===== src/rtl/seven_seg_pkg.sv =====
// Shared seven-segment definitions for the encoder and reader sides.
// Segment patterns are {g,f,e,d,c,b,a}, active-high.
// Also holds the reader state enum and mod-10 step helpers.
package seven_seg_pkg;

    localparam logic [6:0] SEG_0     = 7'h3F;
    localparam logic [6:0] SEG_1     = 7'h06;
    localparam logic [6:0] SEG_2     = 7'h5B;
    localparam logic [6:0] SEG_3     = 7'h4F;
    localparam logic [6:0] SEG_4     = 7'h66;
    localparam logic [6:0] SEG_5     = 7'h6D;
    localparam logic [6:0] SEG_6     = 7'h7D;
    localparam logic [6:0] SEG_7     = 7'h07;
    localparam logic [6:0] SEG_8     = 7'h7F;
    localparam logic [6:0] SEG_9     = 7'h6F;
    localparam logic [6:0] SEG_BLANK = 7'h00;

    typedef enum logic {
        EMPTY  = 1'b0,
        LOCKED = 1'b1
    } rd_state_t;

    // (d+1) mod 10 for d in 0..9
    function automatic logic [3:0] inc_mod10(input logic [3:0] d);
        return (d == 4'd9) ? 4'd0 : d + 4'd1;
    endfunction

    // (d-1) mod 10 for d in 0..9
    function automatic logic [3:0] dec_mod10(input logic [3:0] d);
        return (d == 4'd0) ? 4'd9 : d - 4'd1;
    endfunction

endpackage


===== src/rtl/seven_seg_decode.sv =====
// Combinational seven-segment to BCD decoder.
// Ports:
//   seg_i    [6:0]  segment pattern {g,f,e,d,c,b,a}
//   legal_o         pattern is one of the ten digit glyphs
//   blank_o         pattern is all segments off
//   digit_o  [3:0]  decoded digit, 0 when not legal
module seven_seg_decode
    import seven_seg_pkg::*;
(
    input  logic [6:0] seg_i,
    output logic       legal_o,
    output logic       blank_o,
    output logic [3:0] digit_o
);

    always_comb begin
        legal_o = 1'b1;
        blank_o = 1'b0;
        digit_o = 4'd0;
        case (seg_i)
            SEG_0:     digit_o = 4'd0;
            SEG_1:     digit_o = 4'd1;
            SEG_2:     digit_o = 4'd2;
            SEG_3:     digit_o = 4'd3;
            SEG_4:     digit_o = 4'd4;
            SEG_5:     digit_o = 4'd5;
            SEG_6:     digit_o = 4'd6;
            SEG_7:     digit_o = 4'd7;
            SEG_8:     digit_o = 4'd8;
            SEG_9:     digit_o = 4'd9;
            SEG_BLANK: begin
                legal_o = 1'b0;
                blank_o = 1'b1;
            end
            default:   legal_o = 1'b0;
        endcase
    end

endmodule


===== src/rtl/seven_segment_reader.sv =====
// Seven-segment reader: samples a segment pattern every tick, accepts it
// once it has been stable for STABLE_TICKS ticks, decodes it to a digit and
// classifies each digit change as step up, step down (mod 10) or jump.
// Illegal stable patterns pulse pattern_err and bump a saturating counter.
// Ports:
//   tick_clk                 clock, rising edge
//   reset                    asynchronous, active-high
//   seg_in      [6:0]        segment pattern {g,f,e,d,c,b,a}
//   digit       [3:0]        last accepted digit
//   digit_valid              1 while locked onto a legal digit
//   step_up/step_dn/jump     1-tick change classification pulses
//   pattern_err              1-tick pulse on an accepted illegal pattern
//   err_count   [ERR_W-1:0]  saturating count of pattern_err pulses
module seven_segment_reader
    import seven_seg_pkg::*;
#(
    parameter int STABLE_TICKS = 2,
    parameter int ERR_W        = 8
) (
    input  logic             tick_clk,
    input  logic             reset,
    input  logic [6:0]       seg_in,
    output logic [3:0]       digit,
    output logic             digit_valid,
    output logic             step_up,
    output logic             step_dn,
    output logic             jump,
    output logic             pattern_err,
    output logic [ERR_W-1:0] err_count
);

    localparam logic [3:0] ST = 4'(STABLE_TICKS);

    logic [6:0]       seg_q, cand_q, cand_d;
    logic [3:0]       stab_q, stab_d;
    rd_state_t        state_q;
    logic [3:0]       digit_q;
    logic             up_q, dn_q, jump_q, perr_q;
    logic [ERR_W-1:0] err_q;

    logic             dec_legal, dec_blank;
    logic [3:0]       dec_digit;
    logic             accept;

    // Decode the candidate; on an accept edge it equals seg_q.
    seven_seg_decode u_dec (
        .seg_i   (cand_q),
        .legal_o (dec_legal),
        .blank_o (dec_blank),
        .digit_o (dec_digit)
    );

    // Stability tracking: any change restarts the count at 1; the count
    // saturates at ST so a held pattern is accepted only once.
    always_comb begin
        cand_d = cand_q;
        stab_d = stab_q;
        if (seg_q != cand_q) begin
            cand_d = seg_q;
            stab_d = 4'd1;
        end else if (stab_q < ST) begin
            stab_d = stab_q + 4'd1;
        end
    end

    assign accept = (seg_q == cand_q) && (stab_q == ST - 4'd1);

    always_ff @(posedge tick_clk or posedge reset) begin
        if (reset) begin
            seg_q  <= SEG_BLANK;
            cand_q <= SEG_BLANK;
            stab_q <= 4'd0;
        end else begin
            seg_q  <= seg_in;
            cand_q <= cand_d;
            stab_q <= stab_d;
        end
    end

    // Reader FSM with registered pulses; pulses default low every edge.
    always_ff @(posedge tick_clk or posedge reset) begin
        if (reset) begin
            state_q <= EMPTY;
            digit_q <= 4'd0;
            up_q    <= 1'b0;
            dn_q    <= 1'b0;
            jump_q  <= 1'b0;
            perr_q  <= 1'b0;
            err_q   <= '0;
        end else begin
            up_q   <= 1'b0;
            dn_q   <= 1'b0;
            jump_q <= 1'b0;
            perr_q <= 1'b0;
            if (accept) begin
                if (dec_legal) begin
                    case (state_q)
                        EMPTY: begin
                            digit_q <= dec_digit;
                            state_q <= LOCKED;
                        end
                        LOCKED: begin
                            if (dec_digit != digit_q) begin
                                digit_q <= dec_digit;
                                if (dec_digit == inc_mod10(digit_q))
                                    up_q <= 1'b1;
                                else if (dec_digit == dec_mod10(digit_q))
                                    dn_q <= 1'b1;
                                else
                                    jump_q <= 1'b1;
                            end
                        end
                        default: state_q <= EMPTY;
                    endcase
                end else if (dec_blank) begin
                    state_q <= EMPTY;
                end else begin
                    state_q <= EMPTY;
                    perr_q  <= 1'b1;
                    if (err_q != '1)
                        err_q <= err_q + ERR_W'(1);
                end
            end
        end
    end

    assign digit       = digit_q;
    assign digit_valid = (state_q == LOCKED);
    assign step_up     = up_q;
    assign step_dn     = dn_q;
    assign jump        = jump_q;
    assign pattern_err = perr_q;
    assign err_count   = err_q;

endmodule

===== config.mk =====
export PLATFORM = sky130hd
export DESIGN_NAME = seven_segment_reader
export DESIGN_NICKNAME = d
export VERILOG_FILES = /design/src/rtl/seven_seg_pkg.sv /design/src/rtl/seven_seg_decode.sv /design/src/rtl/seven_segment_reader.sv
export SDC_FILE = /design/constraint.sdc
export NUM_CORES = 1
export LEC_CHECK = 0
export CELL_PAD_IN_SITES_DETAIL_PLACEMENT = 1
export CELL_PAD_IN_SITES_GLOBAL_PLACEMENT = 1
export CORE_ASPECT_RATIO = 0.6
export CORE_MARGIN = 5
export CORE_UTILIZATION = 50
export DETAILED_ROUTE_END_ITERATION = 10
export DONT_BUFFER_PORTS = 1
export PLACE_DENSITY = 0.86
export SYNTH_ARGS = -nofsm -noshare
export SYNTH_HDL_FRONTEND = slang
export SYNTH_SLANG_ARGS = --single-unit

===== constraint.sdc =====
create_clock -name tick_clk -period 6.7 [get_ports tick_clk]
set_clock_uncertainty 0.1 [all_clocks]
set_input_delay 0.67 -clock tick_clk [delete_from_list [all_inputs] [get_ports tick_clk]]
set_output_delay 0.67 -clock tick_clk [all_outputs]
set_load 0.03 [all_outputs]

=== After elaboration in Yosys (flattened, before gate mapping) ===
Cells that the tools add are included.

* Register bits: 35
* Latch bits: 0
* Bits in writable memories: 0
* ROM bits: 0
* Input bits: 9
* Logic and storage cells: 74
* Memories kept: 0

* Add/sub/neg operators: 4
* Multiply operators: 0
* Divide/modulo/power cells: 0
* $lt $le $gt $ge: 1
* Equal/unequal tests: 19
* Shift-type cells: 0
* Mux-type cells: 30
* Bitwise logic cells: 3
* Reduce and logical (&&, ||, !) cells: 7

{| class="wikitable"
|+ Operators by type and width
! cell !! number
|-
| $eq 7x7->1 const B || 7
|-
| $pmux 4 s9 || 1
|-
| $mux 1 || 23
|-
| $mux 4 || 5
|-
| $eq 7x3->1 const B || 2
|-
| $reduce_or 10->1 || 1
|-
| $add 4x1->4 const B || 2
|-
| $add 8x1->8 const B || 1
|-
| $eq 4x4->1 || 2
|-
| $ne 8x8->1 const B || 1
|-
| $pmux 4 s2 || 1
|-
| $eq 7x6->1 const B || 1
|-
| $eq 7x7->1 || 1
|-
| $logic_not 7->1 || 1
|-
| $ne 7x7->1 || 1
|-
| $eq 4x1->1 const B || 1
|-
| $eq 4x4->1 const B || 1
|-
| $logic_not 4->1 || 1
|-
| $lt 4x2->1 const B || 1
|-
| $ne 4x4->1 || 1
|-
| $reduce_and 4->1 || 1
|-
| $sub 4x1->4 const B || 1
|-
| $not 1->1 || 3
|-
| $reduce_and 3->1 || 1
|-
| other kinds (3) || 3
|}

=== Depth between registers and ports, before layout ===
Gate-level depths: netlist of the first run.

* Depth in word-level cells: 9
* Gate-level depth with buffers: 9
* Depth with buffers taken out: 7

=== Hierarchy ===
Synthesis of the first run repeated with hierarchy kept, for this count alone.

* Cell total of the unflattened synthesis: 177
* Area, all modules: 1838.0 um2

{| class="wikitable"
|+ Modules (own cells, without submodules)
! module !! times used !! cells each !! area each (um2) !! sequential area each (um2)
|-
| seven_segment_reader || 1 || 141 || 1610.3 || 875.8
|-
| seven_seg_decode || 1 || 36 || 227.7 || 0.0
|}

=== Least setup slack after synthesis of the first run ===
OpenSTA, ideal clock, no wires.

* Kind: flip-flop to flip-flop
* Start: reg cand_q[3]
* End: reg jump_q, in the netlist jump
* Arrival time: 2.213 ns
* Data required time: 6.520 ns
* Path slack: 4.307 ns
* Stages on the path, launching flop included: 9
* Path buffers: 1
* Path through: dfrtp_1 > buf_6 > or4b_4 > a211oi_2 > a311oi_2 > xnor2_2 > nor3_2 > or3b_4 > nor3b_2

* Longest elaborated chain between the ends: 9
* Elaborated cells on any way between the ends: 24

{| class="wikitable"
|+ RTL lines
! what !! RTL line !! RTL
|-
| from (decl) || seven_segment_reader.sv:34 || <nowiki>logic [6:0] seg_q, cand_q, cand_d;</nowiki>
|-
| from (signal assigned) || seven_segment_reader.sv:75 || <nowiki>cand_q <= cand_d;</nowiki>
|-
| $eq 7x7->1 or $eq 7x3->1 (tied branches) || seven_seg_decode.sv:20 || <nowiki>case (seg_i)</nowiki>
|-
| $pmux 4 s9 || seven_seg_decode.sv:20 ||
|-
| $eq 4x4->1 || seven_segment_reader.sv:107 || <nowiki>else if (dec_digit == dec_mod10(digit_q))</nowiki>
|-
| $mux 1 || seven_segment_reader.sv:107 ||
|-
| $mux 1 || seven_segment_reader.sv:105 || <nowiki>if (dec_digit == inc_mod10(digit_q))</nowiki>
|-
| $mux 1 || seven_segment_reader.sv:103 || <nowiki>if (dec_digit != digit_q) begin</nowiki>
|-
| $mux 1 || seven_segment_reader.sv:97 || <nowiki>case (state_q)</nowiki>
|-
| $mux 1 || seven_segment_reader.sv:96 || <nowiki>if (dec_legal) begin</nowiki>
|-
| $mux 1 (*) || seven_segment_reader.sv:95 || <nowiki>if (accept) begin</nowiki>
|-
| to (signal assigned) || seven_segment_reader.sv:87 || <nowiki>jump_q <= 1'b0;</nowiki>
|-
| to (signal assigned) || seven_segment_reader.sv:93 || <nowiki>jump_q <= 1'b0;</nowiki>
|-
| to (signal assigned) || seven_segment_reader.sv:110 || <nowiki>jump_q <= 1'b1;</nowiki>
|-
| to (decl) || seven_segment_reader.sv:38 || <nowiki>logic up_q, dn_q, jump_q, perr_q;</nowiki>
|}

Every way passes the cells marked *; elsewhere a longest branch is shown, timed or not.
A chain may end at the register's enable or synchronous reset.

=== Worst setup path after layout of the first run ===
* Start: reg cand_q[0]
* End: reg err_q[5], in the netlist err_count[5]

* Longest elaborated chain between the ends: 5
* Elaborated cells on any way between the ends: 19

{| class="wikitable"
|+ RTL lines
! what !! RTL line !! RTL
|-
| $eq 7x6->1 (tied with other cells) || seven_seg_decode.sv:20 ||
|-
| $reduce_or 10->1 (no line) || -- ||
|-
| $mux 1 || seven_seg_decode.sv:20 ||
|-
| $not 1->1 (no line) || -- ||
|-
| $reduce_and 4->1 (no line) (*) || -- ||
|-
| to (signal assigned) || seven_segment_reader.sv:121 || <nowiki>err_q <= err_q + ERR_W'(1);</nowiki>
|-
| to (decl) || seven_segment_reader.sv:39 || <nowiki>logic [ERR_W-1:0] err_q;</nowiki>
|}

Marked as above.

==> metrics, run 1 <==
status completed; DIE AREA 5136 sq um; Ports 26; n_diodes 0; Clock Pin Slew Worst Setup and Hold Paths ~0.070 ns; drt total wl ~4.3 mm; global routing's busiest layer met2; 1st-iter DRT viols 47; met1 usage 26.35%; layout cells sized above 1 between 10% and 20%; Total Power around 500 uW; number of global-route vias before repair 1387; VDD IR max about 220 uV; Starting Density 51.50%; Distinct cells, synth 53; Post-Syn Instances 179; number of synthesized register bits 35; worst slack, placed roughly 3.3 ns; Final GP Congestion approximately 0.82; Mapped Avg Cell Area 10.53 sq um; Hold Path Class primary input to asynchronous set/reset pin; Worst Setup Path Type flop to flop; synthesized cell area between 1500 and 2000 sq um; first-pass GRT wire length 7.314 mm; Clock Tree Buf Depth 2; syn nets 191; Avg WL per Cell 19.93 microns; CTS resizes 0; Final Max Slew Viols 0; Max-Cap Viols 0; CTS tree done; maximum fanout along the worst path 10; # port buffers 0; M2 GR Usage 29.59%; chip height 57.55 microns; Critical Path AT 3.10 ns; Total GRT Usage 19.17%; core footprint 3659 sq um; setup_tns 0 ns; Residual DRC 0; commonest non-fill, non-tap cell in the layout dfrtp_1; FMAX between 300 and 400 MHz; Rows 17; RSZ-0062 raised after global routing no; post-CTS setup buffer count 0; P per Cell Area roughly 250 nW/um^2; grt total ovfl 0; # clock sinks 35; vias per cell 6.115; most frequent cells in the layout dfrtp_1 (35), nand2_1 (18), xnor2_1 (14), nor2_1 (8), nand4_1 (7); largest net degree at the start of global routing 23; CP Data Required Time between 6 and 7 ns; CTS buffer count 5; hold_buf cts 0; Die X 89.25 microns; Antenna Nets Post-Route 0; CTS root buf clkbuf_8; fin nets 181; DP HPWL 3.181 mm; Final WS setup 3.663 ns; Worst-Margin Slew 0.8934 ns; GRT met3 Usage 5.195%; sequential element share of the synthesized area 46.48%; CP Capture Type flop; crit path time final just over 3 ns; Vias 1327; endpoints failing setup 0; antenna violations before repair 0; yosys warns 0; drt first pass iters 4; fillers 407; Synth-to-Final Area Change 6.043%; Fin. Hold Viols 0; Pleak just over 0.8 nW; Final period util 45.33%; H-tree depth 2; Skew-Pair Late Insertion Delay 0.29 ns; Slew Limit Headroom 39.58%; Startpoint Class flop
## routing by layer
layer / wire length, microns / vias up
li1: - / 612
met1: 2055 / 672
met2: 2001 / 36
met3: 207 / 7
met4: 61 / 0
met5: 0 / -
## metrics by stage
step           instances  util (%)  hold slack [ns]  instance area, sq um
2_1_floorplan        179         -           0.3478                  1884
3_5_place_dp         209     50.72           0.2930                  1856
5_1_grt              217     54.62           0.2622                  1998
4_1_cts              217     54.45           0.2354                  1992
6_report             217     54.62           0.2179                  1998
3_3_place_gp         209     50.72           0.2831                  1856
## kinds of logic (layout without fill, tap and decap cells)
kind of cell             after synthesis  after routing  share of synthesized area (%)
buffers and inverters                 22             13                          5.843
adder cells (fa/ha/maj)                3              3                          1.992
AND/OR/NAND/NOR                       70             70                          22.64
flip-flops                            35             35                          46.48
multiplexers                           4              4                          2.258
XOR/XNOR                              20             20                          10.43
AO/OA/AOI/OAI                         25             25                          10.36
## area by class of cell
class                   count  area, sq um  area share [%]
well taps                  47        58.81           2.943
clock buffers               5        68.82           3.444
repair buffers              1        7.507          0.3757
multi-input cells         122        904.6           45.27
inverters                   4        15.01          0.7514
flip-flops and latches     35        875.8           43.83
clock inverters             3        67.56           3.381
## state kept, by name, summed over array words and instances (netlist names)
name         count
digit_valid      1
step_dn          1
stab_q           4
step_up          1
pattern_err      1
digit            4
seg_q            7
cand_q           7
err_count        8
jump             1
## Yosys cell counts (all sizes together)
| library cell | instances | area [sq um] |
|---|---|---|
| inv | 4 | 15.01 |
| nand3 | 5 | 25.02 |
| nor4bb | 1 | 10.01 |
| o21a | 2 | 15.01 |
| a31oi | 1 | 6.260 |
| or3b | 3 | 28.78 |
| xnor3 | 1 | 22.52 |
| o41ai | 1 | 8.760 |
| a21boi | 1 | 7.510 |
| nor4 | 1 | 12.51 |
| nand3b | 4 | 30.03 |
| nor3 | 6 | 40.04 |
| a221o | 1 | 10.01 |
| nor2 | 9 | 36.29 |
| nand4 | 7 | 43.79 |
| or4 | 2 | 15.01 |
| a31o | 1 | 8.760 |
| clkbuf | 10 | 37.54 |
| o21ai | 5 | 25.02 |
| a22o | 1 | 8.760 |
| xor2 | 4 | 35.03 |
| nor3b | 4 | 35.03 |
| or4b | 1 | 13.76 |
| buf | 8 | 57.55 |
| and2 | 2 | 12.51 |
| a211oi | 3 | 27.52 |
| o221ai | 1 | 8.760 |
| ha | 3 | 37.54 |
| nand2 | 18 | 67.56 |
| and4b | 1 | 10.01 |
| a311oi | 1 | 15.01 |
| and3 | 2 | 12.51 |
| mux2 | 2 | 22.52 |
| mux2i | 2 | 20.02 |
| xnor2 | 15 | 138.9 |
| a311o | 1 | 10.01 |
| o31a | 1 | 8.760 |
| nand2b | 2 | 12.51 |
| a21oi | 2 | 10.01 |
| dfrtp | 35 | 875.8 |
| a21o | 1 | 7.510 |
| and4bb | 1 | 12.51 |
| nand4b | 1 | 8.760 |
| o2111ai | 2 | 17.52 |
## critical path, cell delays in order, from the launching register on
cell      delay (ns)
dfrtp_1         0.56
xnor2_1         0.17
nand4_1         0.12
nor4_2          0.41
nand3_1         0.26
nor4bb_2        0.85
nand4_1         0.24
xnor2_1         0.19
## worst paths after layout
path / startpoint / endpoint / slack, ns / cells after the start
worst max register to register: cand_q[0] / err_count[5] / 3.66 / 7
worst min register to register: seg_q[3] / cand_q[3] / 0.30 / 0
worst max-delay path: cand_q[0] / err_count[5] / 3.66 / 7
max in group asynchronous: reset / err_count[7] / 5.58 / 2
worst min-delay path: reset / step_up / 0.22 / 1
min in group tick_clk: seg_in[6] / seg_q[6] / 0.30 / 0
## where the power goes
group / total [mW] / switching, mW / leakage [nW] / internal, mW
sequential: 0.244 / 0.0245 / 0.450 / 0.219
combinational: 0.0271 / 0.0160 / 0.314 / 0.0111
clock: 0.228 / 0.0792 / 0.0644 / 0.148
total: 0.498 / 0.120 / 0.829 / 0.379
Power figures use the tool's default switching activity.
==> run 2, diff against run 1 <==
--- a/config.mk
+++ b/config.mk
@@ -9,10 +9,10 @@
 export CELL_PAD_IN_SITES_GLOBAL_PLACEMENT = 1
 export CORE_ASPECT_RATIO = 0.6
 export CORE_MARGIN = 5
-export CORE_UTILIZATION = 50
+export CORE_UTILIZATION = 49
 export DETAILED_ROUTE_END_ITERATION = 10
 export DONT_BUFFER_PORTS = 1
-export PLACE_DENSITY = 0.86
+export PLACE_DENSITY = 0.84
 export SYNTH_ARGS = -nofsm -noshare
 export SYNTH_HDL_FRONTEND = slang
 export SYNTH_SLANG_ARGS = --single-unit
==> constraint.sdc (replaced) <==
create_clock -name tick_clk -period 2.9 [get_ports tick_clk]
set_clock_uncertainty 0.1 [all_clocks]
set_input_delay 0.29 -clock tick_clk [delete_from_list [all_inputs] [get_ports tick_clk]]
set_output_delay 0.29 -clock tick_clk [all_outputs]
set_load 0.03 [all_outputs]
==> run 2 against run 1 <==
Clock power increased by 83%. Count of clock-buffer cells in the layout increased by 1. Largest cell class unchanged. Global-route usage decreased by 1.7 points. Combinational power increased by 150%. The flow now finishes with violations (hold timing). Non-clock buffer count increased by 11. Register-to-register slack got worse by 3.4 ns.
==> metrics, run 2 (synthesized netlist as in run 1, its figures left out) <==
VDD IR max 291.6 uV (+35%); DP Area 1886 sq um (+1.6%); 1st-iter DRT viols 76 (+62%); WP buf/inv 0 (unchanged); Worst-Margin Slew 0.9097 ns (+0.01631 ns); chip height 58.04 microns (+0.84%); met1 usage 22.33% (-4.0 points); fin nets 192 (+6.1%); Final period util 92.10% (+47 points); cell chain of the critical path or4b_4, a211oi_2, a311oi_2, xnor2_2, o41ai_1, o31a_1, and4bb_1; endpoints failing setup 0 (unchanged); post-CTS setup buffer count 0 (unchanged); number of global-route vias before repair 1438 (+3.7%); Clock Tree Buf Depth 2 (unchanged); Hold Path Class primary input to asynchronous set/reset pin; max reg flops 8 (unchanged); Critical Path AT 2.80 ns (-0.30 ns); # clock sinks 35 (unchanged); Avg WL per Cell 18.75 microns (-5.9%); Total Power 1.044 mW (+110%); post-route cell area 2058 sq um (+3.0%); most frequent cells in the layout dfrtp_1 (35), nand2_1 (18), xnor2_1 (14), nor2_1 (8); Startpoint Class flop; fillers 395 (-2.9%); Starting Density 51.21% (-0.30 points); CTS root buf clkbuf_8; Slew Limit Headroom 39.29% (-0.30 points); Vias 1337 (+0.75%); Ports 26 (unchanged); Max-Cap Viols 0 (unchanged); failing checks hold timing; n_diodes 0 (unchanged); final design utilization 55.93% (+1.3 points); vias per cell 5.890 (-3.7%); Inst Count DP 213 (+1.9%); GRT met3 Usage 6.226% (+1.0 points); first-pass GRT wire length 7.251 mm (-0.86%); Final GP Congestion 0.7908 (-3.6%); Residual DRC 0 (unchanged); drt first pass iters 4 (unchanged); M2 GR Usage 28.44% (-1.2 points); largest net degree at the start of global routing 26 (+13%); Antenna Nets Post-Route 0 (unchanged); Skew-Pair Late Insertion Delay 0.29 ns (about the same); drt total wl 4.257 mm (-1.6%); layout cells sized above 1 12.22% (-0.13 points); core footprint 3680 sq um (+0.58%); FMAX 374.4 MHz (+14%); P per Cell Area 507.5 nW/um^2 (+100%); Pleak 0.8646 nW (+4.4%); RSZ-0062 raised after global routing no; CP Capture Type flop; status finished, violations left; global routing's busiest layer met2; Crit path max-delay family compound AO/OA/AOI/OAI gates; Total GRT Usage 17.47% (-1.7 points); CTS buffer count 5 (unchanged); grt total ovfl 0 (unchanged); CTS resizes 0 (unchanged); Worst Setup Path Type flop to flop; Rows 17 (unchanged); commonest non-fill, non-tap cell in the layout dfrtp_1; DP HPWL 3.023 mm (-5.0%); setup_tns 0 ns (unchanged); H-tree depth 2 (unchanged); antenna violations before repair 0 (unchanged); Finished Layout Cells 227 (+4.6%); CTS tree done; Final Max Slew Viols 0 (unchanged); Clock Pin Slew Worst Setup and Hold Paths 0.07 ns (about the same); crit path time final 2.671 ns (-0.3661 ns); # port buffers 0 (unchanged); Synth-to-Final Area Change 9.230%; hold_buf cts 7 (+7); crit path max-delay cell type or4b_4; Crit path largest cell delay 0.60 ns (-0.25 ns); CP Data Required Time 3.03 ns (-3.73 ns); DIE AREA 5226 sq um (+1.8%); Fin. Hold Viols 22 (+22); Die X 90.06 microns (+0.90%); Min Hold Slack -0.009655 ns (-0.2276 ns); maximum fanout along the worst path 11 (+1)
-- run 2: per-stage QoR --
stage	worst slack [ns]	hold WS [ns]
final	0.2292	-0.009655
after global routing	0.01687	0.07381
after CTS	0.2342	0.02435
after detailed placement	0.2597	0.2215
after global placement	0.4067	0.2215
after floorplan	0.5069	0.2214
-- run 2: final timing paths --
kind	start	cells after the start	slack [ns]	to
setup reg to reg	cand_q[5]	7	0.23	step_dn
hold / removal	reset	1	-0.01	err_count[2]
min in group tick_clk	seg_q[1]	0	0.30	cand_q[1]
hold reg to reg	seg_q[1]	0	0.30	cand_q[1]
max in group asynchronous	reset	2	2.03	stab_q[0]
setup / recovery	cand_q[5]	7	0.23	step_dn
-- run 2: metal layers --
layer  wire length, microns  vias to the layer above  share of wire [%]
met4                     42                        0               0.99
met1                   1982                      671                 47
li1                       -                      630                  -
met2                   2009                       30                 47
met3                    222                        6                5.2
met5                      0                        -                  0
-- run 2: where the power goes --
group	switching, mW	internal, mW	total [mW]
Combinational	0.0346	0.0319	0.0665
Clock	0.166	0.252	0.417
Sequential	0.0542	0.507	0.561
-- run 2: area by class of cell --
class | count | area (sq um) | area share, %
clock buffer | 6 | 72.57 | 3.526
inverter | 4 | 15.01 | 0.7295
clock inverter | 1 | 30.03 | 1.459
timing repair buffer | 12 | 107.6 | 5.228
multi-input combinational | 122 | 898.4 | 43.65
tap | 47 | 58.81 | 2.857
sequential | 35 | 875.8 | 42.55
==> run 3, diff against run 2 <==
--- a/config.mk
+++ b/config.mk
@@ -10,6 +10,7 @@
 export CORE_ASPECT_RATIO = 0.6
 export CORE_MARGIN = 5
 export CORE_UTILIZATION = 49
+export CTS_CLUSTER_SIZE = 12
 export DETAILED_ROUTE_END_ITERATION = 10
 export DONT_BUFFER_PORTS = 1
 export PLACE_DENSITY = 0.84
==> results of run 3 <==
The final DEF is identical to that of run 2; final timing and power are the same.
